--- src/rtl/debounce_sync.sv ---
// Synchronizes and debounces a raw async level; q_o follows after SYNC_STAGES+DB_CYCLES edges.
// Optional rise/fall pulses are built only when DEBOUNCE_SYNC_EDGE_EN is defined.
module debounce_sync #(
  parameter int SYNC_STAGES = 2,
  parameter int DB_CYCLES   = 10,
  parameter int DB_CNT_W    = 4
) (
  input  logic clk,
  input  logic reset,
  input  logic d_i,
  output logic q_o,
  output logic rise_o,
  output logic fall_o,
  output logic busy_o
);

  typedef enum logic [1:0] {STABLE_LO, PEND_HI, STABLE_HI, PEND_LO} state_t;

  localparam logic [DB_CNT_W:0] DB_LIM = (DB_CNT_W + 1)'(DB_CYCLES);

  logic [SYNC_STAGES-1:0] sync;
  logic                   s;
  state_t                 state;
  logic [DB_CNT_W-1:0]    cnt;
  logic [DB_CNT_W:0]      cnt_inc;
  logic                   cnt_done;

  always_ff @(posedge clk) begin
    if (reset) sync <= '0;
    else       sync <= {sync[SYNC_STAGES-2:0], d_i};
  end

  assign s        = sync[SYNC_STAGES-1];
  // One extra bit so the compare never sees a wrapped count.
  assign cnt_inc  = {1'b0, cnt} + 1'b1;
  assign cnt_done = (cnt_inc == DB_LIM);

`ifdef DEBOUNCE_SYNC_EDGE_EN
  logic rise_q, fall_q;
`endif

  always_ff @(posedge clk) begin
    if (reset) begin
      state <= STABLE_LO;
      cnt   <= '0;
      q_o   <= 1'b0;
`ifdef DEBOUNCE_SYNC_EDGE_EN
      rise_q <= 1'b0;
      fall_q <= 1'b0;
`endif
    end else begin
`ifdef DEBOUNCE_SYNC_EDGE_EN
      rise_q <= 1'b0;
      fall_q <= 1'b0;
`endif
      case (state)
        STABLE_LO: begin
          if (s) begin
            if (DB_CYCLES == 1) begin
              q_o   <= 1'b1;
              state <= STABLE_HI;
`ifdef DEBOUNCE_SYNC_EDGE_EN
              rise_q <= 1'b1;
`endif
            end else begin
              cnt   <= DB_CNT_W'(1);
              state <= PEND_HI;
            end
          end
        end
        PEND_HI: begin
          if (!s) begin
            cnt   <= '0;
            state <= STABLE_LO;
          end else if (cnt_done) begin
            q_o   <= 1'b1;
            cnt   <= '0;
            state <= STABLE_HI;
`ifdef DEBOUNCE_SYNC_EDGE_EN
            rise_q <= 1'b1;
`endif
          end else begin
            cnt <= cnt_inc[DB_CNT_W-1:0];
          end
        end
        STABLE_HI: begin
          if (!s) begin
            if (DB_CYCLES == 1) begin
              q_o   <= 1'b0;
              state <= STABLE_LO;
`ifdef DEBOUNCE_SYNC_EDGE_EN
              fall_q <= 1'b1;
`endif
            end else begin
              cnt   <= DB_CNT_W'(1);
              state <= PEND_LO;
            end
          end
        end
        PEND_LO: begin
          if (s) begin
            cnt   <= '0;
            state <= STABLE_HI;
          end else if (cnt_done) begin
            q_o   <= 1'b0;
            cnt   <= '0;
            state <= STABLE_LO;
`ifdef DEBOUNCE_SYNC_EDGE_EN
            fall_q <= 1'b1;
`endif
          end else begin
            cnt <= cnt_inc[DB_CNT_W-1:0];
          end
        end
        default: begin
          cnt   <= '0;
          state <= STABLE_LO;
        end
      endcase
    end
  end

`ifdef DEBOUNCE_SYNC_EDGE_EN
  assign rise_o = rise_q;
  assign fall_o = fall_q;
`else
  assign rise_o = 1'b0;
  assign fall_o = 1'b0;
`endif

  assign busy_o = (state == PEND_HI) || (state == PEND_LO);

endmodule

--- config.mk ---
export PLATFORM = sky130hd
export DESIGN_NAME = debounce_sync
export DESIGN_NICKNAME = d
export VERILOG_FILES = /design/src/rtl/debounce_sync.sv
export SDC_FILE = /design/constraint.sdc
export NUM_CORES = 1
export LEC_CHECK = 0
export CAP_MARGIN = 15
export CORE_ASPECT_RATIO = 1.4
export CORE_MARGIN = 3
export CORE_UTILIZATION = 25
export CTS_CLUSTER_DIAMETER = 60
export DETAILED_ROUTE_END_ITERATION = 8
export GPL_TIMING_DRIVEN = 0
export HOLD_SLACK_MARGIN = 0.1
export PLACE_DENSITY_LB_ADDON = 0.12
export SLEW_MARGIN = 15
export SYNTH_ARGS = -nofsm -noshare
export SYNTH_HDL_FRONTEND = slang
export SYNTH_SLANG_ARGS = --single-unit
--- constraint.sdc ---
create_clock -name clk -period 4.35 [get_ports clk]
set_input_delay 0.6525 -clock clk [delete_from_list [all_inputs] [get_ports clk]]
set_output_delay 0.6525 -clock clk [all_outputs]
set_load 0.01 [all_outputs]
Yosys cells after proc, flatten, opt, wreduce, memory -nomap -nowiden

Cells that the tools add are included.

Output and inout port bits: 4
Register bits after elaboration: 9
ROM bits: 0
Bits in writable memories: 0
Input bits: 3
Memories: 0
Bits in latches: 0
Logic and storage cells: 41

Order comparisons: 0
Reduce and logical (&&, ||, !) cells: 6
Div/mod/pow operators: 0
Add/subtract/negate cells: 1
Muxes and demuxes: 18
Bitwise gates (word level): 0
Equality and inequality tests: 12
$mul: 0
Shifts and indexed selects: 0

Operators with widths:

| kind                | number |
|---|---|
| $mux 4              | 5 |
| $pmux 4 s4          | 1 |
| $mux 2              | 6 |
| $ne 2x2->1 const B  | 6 |
| $pmux 2 s4          | 1 |
| $ne 3x3->1 const B  | 2 |
| $add 4x1->5 const B | 1 |
| $eq 5x4->1 const B  | 1 |
| $reduce_and 5->1    | 1 |
| $eq 2x2->1 const B  | 2 |
| $mux 1              | 4 |
| $reduce_and 4->1    | 1 |
| $eq 2x1->1 const B  | 1 |
| $logic_not 2->1     | 1 |
| $pmux 1 s2          | 1 |
| $reduce_and 2->1    | 1 |
| $reduce_bool 2->1   | 1 |
| $logic_or 1x1->1    | 1 |

Logic depth before layout (Yosys ltp)

Gate-level depths: netlist of run 1.

Depth in word-level cells: 5
Depth in mapped cells: 6
Mapped depth without buffers: 6

Worst setup path after synthesis of run 1

OpenSTA, ideal clock, no wires.

Path kind: register to output
From: register state[0]
To: output busy_o
Buffers on the path: 1
Arrival time: 990 ps
Cell stages (with the launch flop): 2
Data required time: 3697 ps
Path slack: 2707 ps
Cell sequence: dfxtp_1 > dlygate4sd3_1

Word-level cells in the longest chain between the ends: 2
Elaborated cells between the ends (all ways): 3
Those cells by class: eq/ne: 2; reduce/logical: 1

Ends and longest elaborated chain:

| item                                            | line | text |
|---|---|---|
| start: declaration                              | 23   | `state_t state;` |
| start signal: assignment                        | 44   | `state <= STABLE_LO;` |
| start signal: assignment                        | 61   | `state <= STABLE_HI;` |
| start signal: assignment                        | 67   | `state <= PEND_HI;` |
| $eq 2x1->1 / $eq 2x2->1 (equally long branches) | 131  | `assign busy_o = (state == PEND_HI) \|\| (state == PEND_LO);` |
| $logic_or 1x1->1 (*)                            | 131  |  |
| end: declaration                                | 14   | `output logic busy_o` |

Every way passes the cells marked *; elsewhere a longest branch is shown, timed or not.

Final worst setup path of run 1

Ends and elaborated chain as after synthesis.

==> flow_summary.json, run 1 <==
{
  "reg2reg_depth": 5,
  "holdPathEnd": "sync[1]$_SDFF_PP0_",
  "setup_viol": 0,
  "post_cts_resized": 0,
  "yosysSeqAreaShare_pct": 36.1,
  "cp_num_buf_inv": 2,
  "path_max_fanout": 8,
  "worstSetupPathType": "reg2out",
  "drt_iter0_markers": 12,
  "worstPathArrival_ps": 1810,
  "fin_area_um2": 596,
  "max_freq_mhz": 407,
  "leakage_nw": 0.215,
  "gr-total-overflow": 0,
  "num_vias": 388,
  "tns_ps": 0,
  "synth-edff-count": 0,
  "dpl.cell_count": 78,
  "cts_root_buffer": "clkbuf_4",
  "grt_pass1_wl_mm": 1.62,
  "crit_chain": "dlygate4sd3_1 -> clkdlybuf4s50_1",
  "io_pins": 7,
  "drt_pass1_iterations": 3,
  "grt_max_degree": 11,
  "syn2layout_area_growth_pct": 19.3,
  "cp_slowest_cell": "dlygate4sd3_1",
  "hold_path_depth": 1,
  "required_ps": 3700,
  "outcome": "complete, no violations",
  "nNetsFinal": 68,
  "grt_pass1_vias": 403,
  "clock_sinks": 9,
  "wl_um": 869,
  "yosysUniqueCellTypes": 30,
  "whs_ps": 445,
  "postCtsHoldBufs": 0,
  "ant_nets": 0,
  "cpPeakStageDelay_ps": 570,
  "cts_buffer_depth": 2,
  "hold_path_class": "reg2reg",
  "finalHoldViolCount": 0,
  "synth_area_um2": 499,
  "die-area_mm2": 0.00258,
  "routed_via_density": 4.73,
  "drv_cap": 0,
  "synth_flop_cell": "dfxtp_1",
  "yosys_register_bits": 9,
  "yosysTopAreaCellShare_pct": 36.1,
  "coreArea_mm2": 0.00182,
  "reg2reg_slack_ps": 2810,
  "drcViolationCount": 0,
  "routedWlPerCell_um": 10.6,
  "start_util_pct": 27.4,
  "yosys_warnings": 0,
  "final.min_clock_period_ps": 2460,
  "clkLatencyLatePin_ps": 270,
  "place_area_um2": 568,
  "gp_congestion": 0.641,
  "synthArstFlopShare_pct": 0,
  "synth_area_leaders": "dfxtp_1 (36%), nor2b_1 (6.3%), ha_1 (5.0%)",
  "die_w_um": 43.8,
  "rr_endpoint": "q_o$_SDFFE_PP0P_",
  "fin_util_pct": 32.6,
  "syn_inst": 53,
  "dp.final_hpwl_um": 645,
  "rows": 18,
  "worstSetupEndpointType": "output pin",
  "path_delay_family": "buffers and inverters",
  "cts_tree": "done",
  "fin_skew_ps": 6.39,
  "cts.htree.levels": 1,
  "antenna_found_initial": 0,
  "cts_setup_buffers": 0,
  "start_kind": "flop",
  "drv_slew": 0,
  "grt.total_usage_pct": 8.89,
  "hold_start": "sync[0]$_SDFF_PP0_",
  "die_h_um": 58.9,
  "yosys.area.top_type": "dfxtp_1",
  "diodes": 0,
  "max-vdd-ir-drop_mv": 0.122,
  "avgSynthCellArea_um2": 9.42,
  "r2r-start": "cnt[0]$_SDFFE_PP0P_",
  "drive_above_1_share_pct": 17.7,
  "power.density_mw_per_mm2": 277,
  "rsz0062_at_grt": "false",
  "layoutNonFillerInstCount": 82,
  "cts.clk_slew.worst_paths_ps": 70,
  "finalCritPeriodShare_pct": 56.5,
  "portBuffers": 4,
  "numCtsBuffers": 3
}
## through the flow
step           setup slack, ps  power [W]
2_1_floorplan             2710  0.0000960
4_1_cts                   1870   0.000169
5_1_grt                   1820   0.000173
3_5_place_dp              2180   0.000100
3_3_place_gp              2170   0.000100
6_report                  1890   0.000165
## layout make-up
cell class,instances,area (um2)
fill,197,1230
multi-input combinational,40,283
sequential,9,180
timing repair buffer,4,40.0
buffer,4,36.3
tap,20,25.0
clock buffer,3,22.5
clock inverter,1,5.00
inverter,1,3.75
## kinds of logic (layout without fill, tap and decap cells)
| group | after synthesis | after routing | share of synthesized area [%] |
|---|---|---|---|
| DFF | 9 | 9 | 36.1 |
| buffers and inverters | 5 | 13 | 8.02 |
| adders and majority gates | 2 | 2 | 5.01 |
| and+or+nand+nor | 24 | 24 | 33.3 |
| xor gates and xnor gates | 3 | 3 | 5.26 |
| other | 1 | 2 | 0.751 |
| AOI/OAI and AO/OA | 9 | 9 | 11.5 |
## cell usage in the layout (no fill, tap or decap), drive strengths merged, types with 3 or more instances in the layout
| cell type | Yosys | routed |
|---|---|---|
| dfxtp | 9 | 9 |
| clkbuf | 0 | 3 |
| o21ai | 3 | 3 |
| nor2 | 3 | 3 |
| clkdlybuf4s50 | 0 | 4 |
| a21oi | 3 | 3 |
| nor2b | 5 | 5 |
| buf | 3 | 3 |
| nand3 | 3 | 3 |
## per-layer routing
layer	track usage, %	routed length (um)
met2	13.5	408
met3	5.50	56
met4	5.17	15
met1	9.16	389
met5	0	0
## cells in the mapped netlist, drive strengths merged (2+ instances only)
library cell  n
o21ai         3
buf           3
nor3b         2
xor2          2
nand3         3
nand2         2
dfxtp         9
a21oi         3
ha            2
nor2          3
nor2b         5
## worst max-delay path by stage
stage | slack, ps | cells past startpoint | from | end
5_1_grt | 1820 | 2 | state[0]$_SDFFE_PP0P_ | busy_o
2_1_floorplan | 2710 | 1 | state[0]$_SDFFE_PP0P_ | busy_o
3_5_place_dp | 2180 | 2 | state[0]$_SDFFE_PP0P_ | busy_o
3_3_place_gp | 2170 | 2 | state[0]$_SDFFE_PP0P_ | busy_o
6_report | 1890 | 2 | state[0]$_SDFFE_PP0P_ | busy_o
4_1_cts | 1870 | 2 | state[0]$_SDFFE_PP0P_ | busy_o
## power breakdown
part           switching, W  leakage [nW]  internal, W  total (W)
Clock             0.0000328        0.0177    0.0000340  0.0000668
Sequential       0.00000184        0.0731    0.0000840  0.0000858
Combinational    0.00000536         0.124   0.00000694  0.0000123
Total             0.0000400         0.215     0.000125   0.000165
(Power assumes the default switching activity.)
==> inputs of run 2 (changes only) <==
- clock period: 4.35 -> 2.1 ns (I/O delays scaled with it)
==> run 2 against run 1 <==
Against the previous run: hold slack barely moved; routed wire length shrank 0.35%; first-iteration DRC count stayed put; total power is 110% higher; count of clock-buffer cells in the layout unchanged; register-to-register slack worse by 2300 ps; combinational power rose by 110%; critical path type unchanged; largest power group unchanged.
==> flow_summary.json, run 2 (same netlist as run 1, synthesis figures left out) <==
{
  "path_max_fanout": 8,
  "crit_chain": "dlygate4sd3_1 -> clkdlybuf4s50_1",
  "nNetsFinal": 68,
  "hold_path_depth": 1,
  "gp_congestion": 0.641,
  "grt_pass1_wl_mm": 1.62,
  "die_w_um": 43.8,
  "final_cell_mix": "dfxtp_1 (8), nor2b_1 (5), clkdlybuf4s50_1 (4)",
  "holdPathEnd": "sync[1]$_SDFF_PP0_",
  "num_vias": 390,
  "drive_above_1_share_pct": 19.4,
  "finalHoldViolCount": 0,
  "die_h_um": 58.9,
  "worstSetupPathType": "reg2out",
  "fin_skew_ps": 6.32,
  "cpPeakStageDelay_ps": 540,
  "wl_um": 866,
  "cp_slowest_cell": "dlygate4sd3_1",
  "reg2reg_depth": 5,
  "final.min_clock_period_ps": 2030,
  "antenna_found_initial": 0,
  "start_kind": "flop",
  "max-vdd-ir-drop_mv": 0.253,
  "cts.htree.levels": 1,
  "rows": 18,
  "ant_nets": 0,
  "grt_max_degree": 11,
  "grt.total_usage_pct": 8.89,
  "layout_commonest_cell": "dfxtp_1",
  "tns_ps": 0,
  "routedWlPerCell_um": 10.6,
  "cts_tree": "done",
  "worstPathArrival_ps": 1710,
  "drt_pass1_iterations": 3,
  "grt_pass1_vias": 403,
  "max_freq_mhz": 494,
  "setup_viol": 0,
  "portBuffers": 4,
  "syn2layout_area_growth_pct": 20.1,
  "rr_endpoint": "q_o$_SDFFE_PP0P_",
  "gr-total-overflow": 0,
  "reg2reg_slack_ps": 560,
  "cts_root_buffer": "clkbuf_4",
  "clock_sinks": 9,
  "power_w": 0.000341,
  "hold_path_class": "reg2reg",
  "leakage_nw": 0.216,
  "required_ps": 1780,
  "worstSetupEndpointType": "output pin",
  "hold_start": "sync[0]$_SDFF_PP0_",
  "layoutNonFillerInstCount": 82,
  "coreArea_mm2": 0.00182,
  "cts_buffer_depth": 2,
  "diodes": 0,
  "rsz0062_at_grt": "false",
  "numCtsBuffers": 3,
  "dp.final_hpwl_um": 645,
  "drt_iter0_markers": 12,
  "start_util_pct": 27.4,
  "r2r-start": "cnt[0]$_SDFFE_PP0P_",
  "fin_area_um2": 599,
  "outcome": "complete, no violations",
  "cts_setup_buffers": 0,
  "clkLatencyLatePin_ps": 270,
  "fin_util_pct": 32.9,
  "cts.clk_slew.worst_paths_ps": 70,
  "routed_via_density": 4.76,
  "io_pins": 7,
  "power.density_mw_per_mm2": 569,
  "dpl.cell_count": 78,
  "finalCritPeriodShare_pct": 96.5,
  "die-area_mm2": 0.00258,
  "drcViolationCount": 0,
  "postCtsHoldBufs": 0,
  "drv_slew": 0,
  "place_area_um2": 568,
  "drv_cap": 0
}
==> run 2: cell counts in the layout (fill, tap and decap cells not counted) <==
Identical to the previous run, type by type.
==> run 2: worst max-delay path by stage <==
| stage | slack (ps) | to | cells after the start | from |
|---|---|---|---|---|
| 6_report | 70 | busy_o | 2 | state[0]$_SDFFE_PP0P_ |
| 5_1_grt | 10 | busy_o | 2 | state[0]$_SDFFE_PP0P_ |
| 4_1_cts | 40 | busy_o | 2 | state[0]$_SDFFE_PP0P_ |
| 3_5_place_dp | 260 | busy_o | 2 | state[0]$_SDFFE_PP0P_ |
| 3_3_place_gp | 260 | busy_o | 2 | state[0]$_SDFFE_PP0P_ |
| 2_1_floorplan | 720 | q_o$_SDFFE_PP0P_ | 5 | cnt[0]$_SDFFE_PP0P_ |
==> run 2: area by class of cell <==
class	instances	area, um2
Fill cell	196	1220
Multi-Input combinational cell	40	283
Sequential cell	9	184
Timing Repair Buffer	4	40.0
Buffer	4	36.3
Tap cell	20	25.0
Clock buffer	3	22.5
Clock inverter	1	5.00
Inverter	1	3.75
==> run 2: layer usage <==
| layer | track usage [%] | up-vias | wire, um |
|---|---|---|---|
| met5 | 0 | - | 0 |
| met1 | 9.16 | 178 | 383 |
| li1 | - | 201 | - |
| met4 | 5.17 | 0 | 15 |
| met3 | 5.50 | 2 | 56 |
| met2 | 13.5 | 9 | 411 |
==> run 2: timing repair <==
| action | 4_1_cts | 5_1_grt |
|---|---|---|
| setup endpoints to repair | 1 | 1 |
| gates resized for setup | 1 | 1 |
| hold endpoints to repair | 0 | 0 |
==> run 2: where the power goes <==
part	internal [W]	switching, W	total (W)
clock	0.0000705	0.0000680	0.000138
combinational	0.0000144	0.0000111	0.0000255
sequential	0.000173	0.00000378	0.000177
total	0.000258	0.0000828	0.000341
==> run 2: worst max-delay path: cells and delay by family (launching register included) <==
family,cells,cell delay [ps]
buf+inv,2,1060
flops,1,380
==> run 2: stage by stage <==
stage / worst slack (ps) / hold slack (ps)
floorplan: 719 / 414
global placement: 256 / 416
detailed placement: 265 / 432
CTS: 36.0 / 450
global route: 12.3 / 471
finish: 73.7 / 445
==> inputs of run 3 (changes only) <==
- SLEW_MARGIN: 15 -> 10
==> results of run 3 <==
Same layout as run 2: the final DEF is identical, and so are final timing and power.
